--- src/rtl/led_scanner.sv ---
// N-LED chaser with its own step prescaler: bounce, rotate up/down or hold,
// with optional trail of the previous position. All outputs come from registers.

module led_cell #(
    parameter int PW  = 4,
    parameter int IDX = 0
) (
    input  logic [PW-1:0] pos,
    input  logic [PW-1:0] prev,
    input  logic          trail,
    output logic          lit
);
    localparam logic [PW-1:0] ID = PW'(IDX);

    assign lit = (pos == ID) | (trail & (prev == ID));
endmodule

module led_scanner #(
    parameter  int N_LEDS   = 10,
    parameter  int DIV_BASE = 25_000_000,
    localparam int PW       = $clog2(N_LEDS)
) (
    input  logic              clock_50,
    input  logic              reset_n,
    input  logic [1:0]        mode,
    input  logic [1:0]        speed,
    input  logic              pause,
    input  logic              trail_en,
    output logic [N_LEDS-1:0] leds,
    output logic [PW-1:0]     pos,
    output logic              dir,
    output logic              step
);
    localparam int CW = $clog2(DIV_BASE + 1);

    localparam logic [CW-1:0] TERM0 = CW'((DIV_BASE >> 0) - 1);
    localparam logic [CW-1:0] TERM1 = CW'((DIV_BASE >> 1) - 1);
    localparam logic [CW-1:0] TERM2 = CW'((DIV_BASE >> 2) - 1);
    localparam logic [CW-1:0] TERM3 = CW'((DIV_BASE >> 3) - 1);

    localparam logic [PW-1:0] ZERO  = '0;
    localparam logic [PW-1:0] ONE   = PW'(1);
    localparam logic [PW-1:0] LAST  = PW'(N_LEDS - 1);
    localparam logic [PW-1:0] PENUL = PW'(N_LEDS - 2);

    typedef enum logic [1:0] {
        M_BOUNCE = 2'b00,
        M_UP     = 2'b01,
        M_DOWN   = 2'b10,
        M_HOLD   = 2'b11
    } mode_e;

    logic [CW-1:0] cnt, cnt_nxt, term;
    logic [PW-1:0] prev, pos_nxt, prev_nxt;
    logic          dir_nxt, step_nxt, trail_q, tick;
    mode_e         mode_sel;

    assign mode_sel = mode_e'(mode);

    always_comb begin
        term = TERM0;
        case (speed)
            2'd0: term = TERM0;
            2'd1: term = TERM1;
            2'd2: term = TERM2;
            2'd3: term = TERM3;
            default: term = TERM0;
        endcase
    end

    // >= rather than == so a speed increase mid-count ticks immediately instead of wrapping
    assign tick = !pause && (cnt >= term);

    always_comb begin
        cnt_nxt  = cnt;
        pos_nxt  = pos;
        prev_nxt = prev;
        dir_nxt  = dir;
        step_nxt = 1'b0;
        if (tick)
            cnt_nxt = '0;
        else if (!pause)
            cnt_nxt = cnt + 1'b1;

        if (tick && mode_sel != M_HOLD) begin
            step_nxt = 1'b1;
            prev_nxt = pos;
            case (mode_sel)
                M_BOUNCE: begin
                    if (!dir) begin
                        if (pos != LAST) begin
                            pos_nxt = pos + 1'b1;
                            dir_nxt = (pos == PENUL);
                        end else begin
                            // entered bounce sitting on the top end while moving up
                            pos_nxt = PENUL;
                            dir_nxt = 1'b1;
                        end
                    end else begin
                        if (pos != ZERO) begin
                            pos_nxt = pos - 1'b1;
                            dir_nxt = (pos != ONE);
                        end else begin
                            pos_nxt = ONE;
                            dir_nxt = 1'b0;
                        end
                    end
                end
                M_UP: begin
                    pos_nxt = (pos == LAST) ? ZERO : pos + 1'b1;
                    dir_nxt = 1'b0;
                end
                M_DOWN: begin
                    pos_nxt = (pos == ZERO) ? LAST : pos - 1'b1;
                    dir_nxt = 1'b1;
                end
                default: ;
            endcase
        end
    end

    always_ff @(posedge clock_50) begin
        if (!reset_n) begin
            cnt     <= '0;
            pos     <= '0;
            prev    <= '0;
            dir     <= 1'b0;
            step    <= 1'b0;
            trail_q <= 1'b0;
        end else begin
            cnt     <= cnt_nxt;
            pos     <= pos_nxt;
            prev    <= prev_nxt;
            dir     <= dir_nxt;
            step    <= step_nxt;
            trail_q <= trail_en;
        end
    end

    for (genvar i = 0; i < N_LEDS; i++) begin : g_led
        led_cell #(.PW(PW), .IDX(i)) u_cell (
            .pos   (pos),
            .prev  (prev),
            .trail (trail_q),
            .lit   (leds[i])
        );
    end
endmodule

--- config.mk ---
export PLATFORM = sky130hd
export DESIGN_NAME = led_scanner
export DESIGN_NICKNAME = d
export VERILOG_FILES = /design/src/rtl/led_scanner.sv
export SDC_FILE = /design/constraint.sdc
export NUM_CORES = 1
export LEC_CHECK = 0
export CELL_PAD_IN_SITES_DETAIL_PLACEMENT = 0
export CELL_PAD_IN_SITES_GLOBAL_PLACEMENT = 1
export CORE_MARGIN = 1.5
export CORE_UTILIZATION = 44
export CTS_BUF_LIST = sky130_fd_sc_hd__clkbuf_4
export DETAILED_ROUTE_END_ITERATION = 8
export GPL_TIMING_DRIVEN = 0
export HOLD_SLACK_MARGIN = 0.05
export MAX_ROUTING_LAYER = met4
export PLACE_DENSITY_LB_ADDON = 0.1
export SLEW_MARGIN = 10
export SYNTH_ARGS = -nofsm -noshare
export SYNTH_HDL_FRONTEND = slang
export SYNTH_SLANG_ARGS = --single-unit
--- constraint.sdc ---
create_clock -name clock_50 -period 2.7 [get_ports clock_50]
set_clock_uncertainty 0.05 [all_clocks]
set_input_delay 0.54 -clock clock_50 [delete_from_list [all_inputs] [get_ports clock_50]]
set_output_delay 0.54 -clock clock_50 [all_outputs]
set_load 0.005 [all_outputs]
======== After elaboration in Yosys (flattened, before gate mapping) ========
Cells that the tools add are included.
W data, S select, Z words.
operators by class
  add/sub/neg operators ................... 3
  $mul .................................... 0
  divide/modulo/power cells ............... 0
  order comparisons ....................... 1
  equality and inequality tests ........... 26
  shift operators ......................... 0
  muxes and demuxes ....................... 12
  bitwise logic cells ..................... 21
  reductions and logical operators ........ 11
operator list
  cell                     number
  $pmux W25 S4             1
  $eq A4 B3 Y1 const B     8
  $add A25 B1 Y25 const B  1
  $ge A25 B25 Y1           1
  $mux W4                  5
  $eq A4 B2 Y1 const B     4
  $eq A4 B4 Y1 const B     4
  $pmux W4 S3              1
  $and A1 B1 Y1            10
  $or A1 B1 Y1             10
  $eq A4 B1 Y1 const B     2
  $logic_not A4 Y1         2
  $eq A2 B2 Y1 const B     3
  $add A4 B1 Y4 const B    1
  $eq A2 B1 Y1 const B     2
  $logic_not A2 Y1         2
  $mux W1                  4
  $ne A4 B1 Y1 const B     1
  $ne A4 B4 Y1 const B     1
  $reduce_bool A4 Y1       1
  $sub A4 B1 Y4 const B    1
  $pmux W1 S3              1
  $reduce_bool A3 Y1       1
  $logic_and A1 B1 Y1      2
  other kinds (5)          5
storage, ports and cells
  register bits after elaboration ......... 36
  bits in latches ......................... 0
  RAM bits ................................ 0
  memory bits (read-only) ................. 0
  output and inout bits ................... 16
  memories kept ........................... 0

======== Logic depth before layout (Yosys ltp) ========
  word-level depth ........................ 6
  gate-level depth with buffers ........... 11
  mapped depth without buffers ............ 10

======== Cells and area by module ========
Synthesis repeated with hierarchy kept, for this count alone.
second synthesis, totals
  cell total of the unflattened synthesis .. 310
  area, all modules ....................... 2736.4 sq um
by module, submodules not included
  module                          instances  cells an instance  area each (sq um)  seq. area each (sq um)
  led_scanner                     1          279                2456.1             720.7
  led_cell (g_led[5].u_cell ...)  3          3                  25.0               0.0
  led_cell (g_led[1].u_cell ...)  2          3                  31.3               0.0
  led_cell (g_led[4].u_cell ...)  2          3                  28.8               0.0
  led_cell (g_led[7].u_cell)      1          4                  41.3               0.0
  led_cell (g_led[3].u_cell)      1          3                  23.8               0.0
  led_cell (g_led[0].u_cell)      1          3                  20.0               0.0

======== Worst setup path before layout ========
No wires, ideal clock.
  path type ............................... input port to flip-flop
  start point ............................. input port speed[1]
  end point ............................... register pos[3]
  setup time .............................. 0.116 ns
  arrival time ............................ 2.183 ns
  required time ........................... 2.534 ns
  path slack .............................. 0.351 ns
  stages on the path ...................... 10
  path buffers ............................ 1
  cells stage by stage .................... inv_1 > nand2_1 > inv_1 > ha_1 > a211oi_1 > nor3_1 > o31a_1 > o31a_1 > buf_6 > a31o_1
between the ends
  longest elaborated chain between the ends .. 6
  elaborated cells on any way between the ends .. 9
ends and longest elaborated chain
  item                                    line  text
  start, declared                         26    input logic [1:0] speed,
  $eq A2 B2 Y1 (tied with other cells)    62    case (speed)
  $pmux W25 S4 (*)                        62
  $ge A25 B25 Y1 (*)                      72    assign tick = !pause && (cnt >= term);
  $logic_and A1 B1 Y1 (*)                 72
  $logic_and A1 B1 Y1 (*)                 85    if (tick && mode_sel != M_HOLD) begin
  $reduce_and A2 Y1 (no source line) (*)  n/a
  end signal, assigned                    132   pos <= pos_nxt;
  end, declared                           30    output logic [PW-1:0] pos,
Every way passes the cells marked *; elsewhere a longest branch is shown, timed or not. The select of a mux whose other input is x is not followed.
A chain may end at the register's enable or synchronous reset.

======== Worst setup path after layout ========
  start point ............................. register pos[1]
  end point ............................... output port leds[3]
between the ends
  longest elaborated chain between the ends .. 2
ends and longest elaborated chain
  item           line  text
  $eq A4 B2 Y1   15    assign lit = (pos == ID) | (trail & (prev == ID));
  $or A1 B1 Y1   15
  end, declared  29    output logic [N_LEDS-1:0] leds,
No other way between the ends.

==> flow_summary.ini <==
[pwr]
power.total_mw = 0.926
ir_drop_mv = 0.255
power_density_mw_per_mm2 = 324
leakage_nw = 1.14

[yosys]
synthXorXnorAreaFrac_pct = 9.09
synth_edf_count = 0
synth_cells = 293
ys_warn_count = 0
ys.flop_type = dfxtp_1
async_flop_share_pct = 0
seq_area_frac_synth_pct = 29.9
synthAdderAreaFrac_pct = 10.9
synth_mux_area_share_pct = 3.74
yosysUniqueCellTypes = 49
syn-num-nets = 322
synth-simple-area-share_pct = 24.1
synth_compound_area_share_pct = 13.2
synth_top_area_cell = dfxtp_1
ys_ff_latch = 36
synth_top_family_by_area = simple AND/OR/NAND/NOR gates
synth.cell_area_mm2 = 0.00241
synth_top_area_share_pct = 29.9
ys_top_cells_by_area = dfxtp_1 30%, ha_1 11%, nor2_1 7.9%
syn_area_per_cell_um2 = 8.22

[floorplan]
initial_core_util_pct = 46.3
design.core.area_mm2 = 0.00520
rows = 26
io_pins = 24
die_w_um = 77.0
die_h_um = 77.0
dieArea_mm2 = 0.00593

[drt]
drc = 0
wl_per_cell_um = 13.4
viasPerCell = 5.21
drtIter0Drc = 63
wl_mm = 5.31
via_count = 2056
ant_nets = 0
firstDrtPassIters = 4

[sta]
tns_ns = 0
hold_viol = 0
maxSlewViolCount = 0
final.setup.worst_slack_ns = 0.106
timing.final.crit_share_pct = 96.1
worst_pin_slew_ns = 0.474
max_freq_mhz = 386
setup_viol = 0
layout_min_cycle_time_ns = 2.59
whs_ns = 0.499
slew_headroom_pct = 68.2

[worst_hold_path]
min-delay-start = cnt[24]
hold_path.class = reg2reg

[critical_path]
rr_startpoint = cnt[0]
critPathLaunchType = flip-flop
required_ns = 2.11
crit_type = reg2out
path_delay_family = buffers and inverters
worst-path-buf-inv = 4
cpPeakStageDelay_ns = 0.48
arrival_ns = 2.00
cp_slowest_cell = clkdlybuf4s50_1
end_kind = output pin
startpoint = pos[1]
crit_path_cell_trace = buf_8 > inv_1 > or3_4 > o22ai_1 > buf_4 > clkdlybuf4s50_1
worst-path-max-fanout = 4

[placed_design]
pre_cts_slack_ns = -0.521
hpwl_mm = 4.00
globalplace.congestion = 0.842
portBuffers = 22

[flow_run]
drv_cap = 0

[final_layout]
area_growth_pct = 18.6
layout_common_cells = 50 x nor2_1, 32 x dfxtp_1, 21 x ha_1, 20 x clkdlybuf4s50_1, 19 x nand2_1
fillCellCount = 541
nets = 353
mostFrequentLayoutCell = nor2_1
utilization_pct = 54.9
drive_gt1_share_pct = 15.4
n_antenna_cell = 0

[run_status]
outcome = finished clean

[cts]
clk_latency_ns = 0.35
cts_root_buf = clkbuf_4
cts_buffers = 5
cts_tree = built
clk_pin_slew_ns = 0.12
cts_hold_buf = 0
cts_sinks = 36
clk_path_buf_depth = 2
h-tree-depth = 2

[grt]
grt_max_degree = 14
grt_pass1_vias = 1950
grt_pass1_wl_mm = 9.27
antenna_found_initial = 0
gr-total-overflow = 0
track_usage_pct = 20.1
-- final cells by class --
cell class	count	area, um2	share of cell area [%]
clock buffer	7	52.6	1.84
multi-input combinational	216	1510	52.8
tap	70	87.6	3.06
sequential	36	728	25.5
timing repair buffer	27	259	9.06
clock inverter	1	3.75	0.131
buffer	19	148	5.17
inverter	19	71.3	2.50
-- kinds of logic after synthesis --
kind of cell	Yosys count
mux	9
buf+inv	41
fa+ha+maj	21
flops	36
simple gates	117
compound gates	44
xor+xnor	25
-- flip-flops by register name (all words and copies together) (netlist names) --
register  flops
cnt          25
pos           4
prev          4
dir           1
step          1
trail_q       1
-- stage by stage --
step | std cells | cell area, um2
3_5_place_dp | 385 | 2720
6_report | 395 | 2860
5_1_grt | 395 | 2860
2_1_floorplan | 293 | 2410
4_1_cts | 391 | 2800
3_3_place_gp | 385 | 2720
-- worst min-delay path: stages, from the launching register on --
cell	delay, ns
dfxtp_1	0.38
xnor2_1	0.08
nor2_1	0.07
-- timing repair --
item,in CTS,in global routing
endpoints found under the setup margin,39,39
pin swaps,0,1
setup buffers,1,4
resized for setup,11,10
-- per-layer routing --
layer / vias up / part of all wire [%] / global-route usage, %
li1: 1070 / - / -
met4: 0 / 1.2 / 6.55
met3: 7 / 2.1 / 3.57
met5: - / 0 / -
met2: 23 / 43 / 29.1
met1: 956 / 53 / 28.2
-- synthesized netlist by cell type, types with 2 or more instances --
cell       number
inv_1          18
xor2_1         16
and4_1          2
nor3_1          7
mux2i_1         9
dfxtp_1        36
nand4_1         7
o32ai_1         4
or3_1           3
nand2b_1        3
o22ai_1         7
xnor2_1         9
nand3_1        10
buf_4          10
o31ai_1         2
a21oi_1         9
nand4bb_1       2
nand4b_1        2
o21ai_0         6
clkbuf_2        2
ha_1           21
clkbuf_1        6
o31a_1          2
a211oi_1        3
nor2_1         51
nor2b_1         2
buf_6           3
nand2_1        20
-- where the power goes --
group	total (mW)	switching [mW]	leakage (nW)	internal, mW
sequential	0.538	0.00406	0.293	0.534
combinational	0.0835	0.0491	0.817	0.0344
clock	0.305	0.185	0.0338	0.120
-- worst paths after layout --
path,to,slack (ns),depth (start not counted)
worst min-delay path,cnt[24],0.50,2
worst max register to register,cnt[24],0.57,7
worst max-delay path,leds[3],0.11,6
worst min register to register,cnt[24],0.50,2
Power figures use the tool's default switching activity.
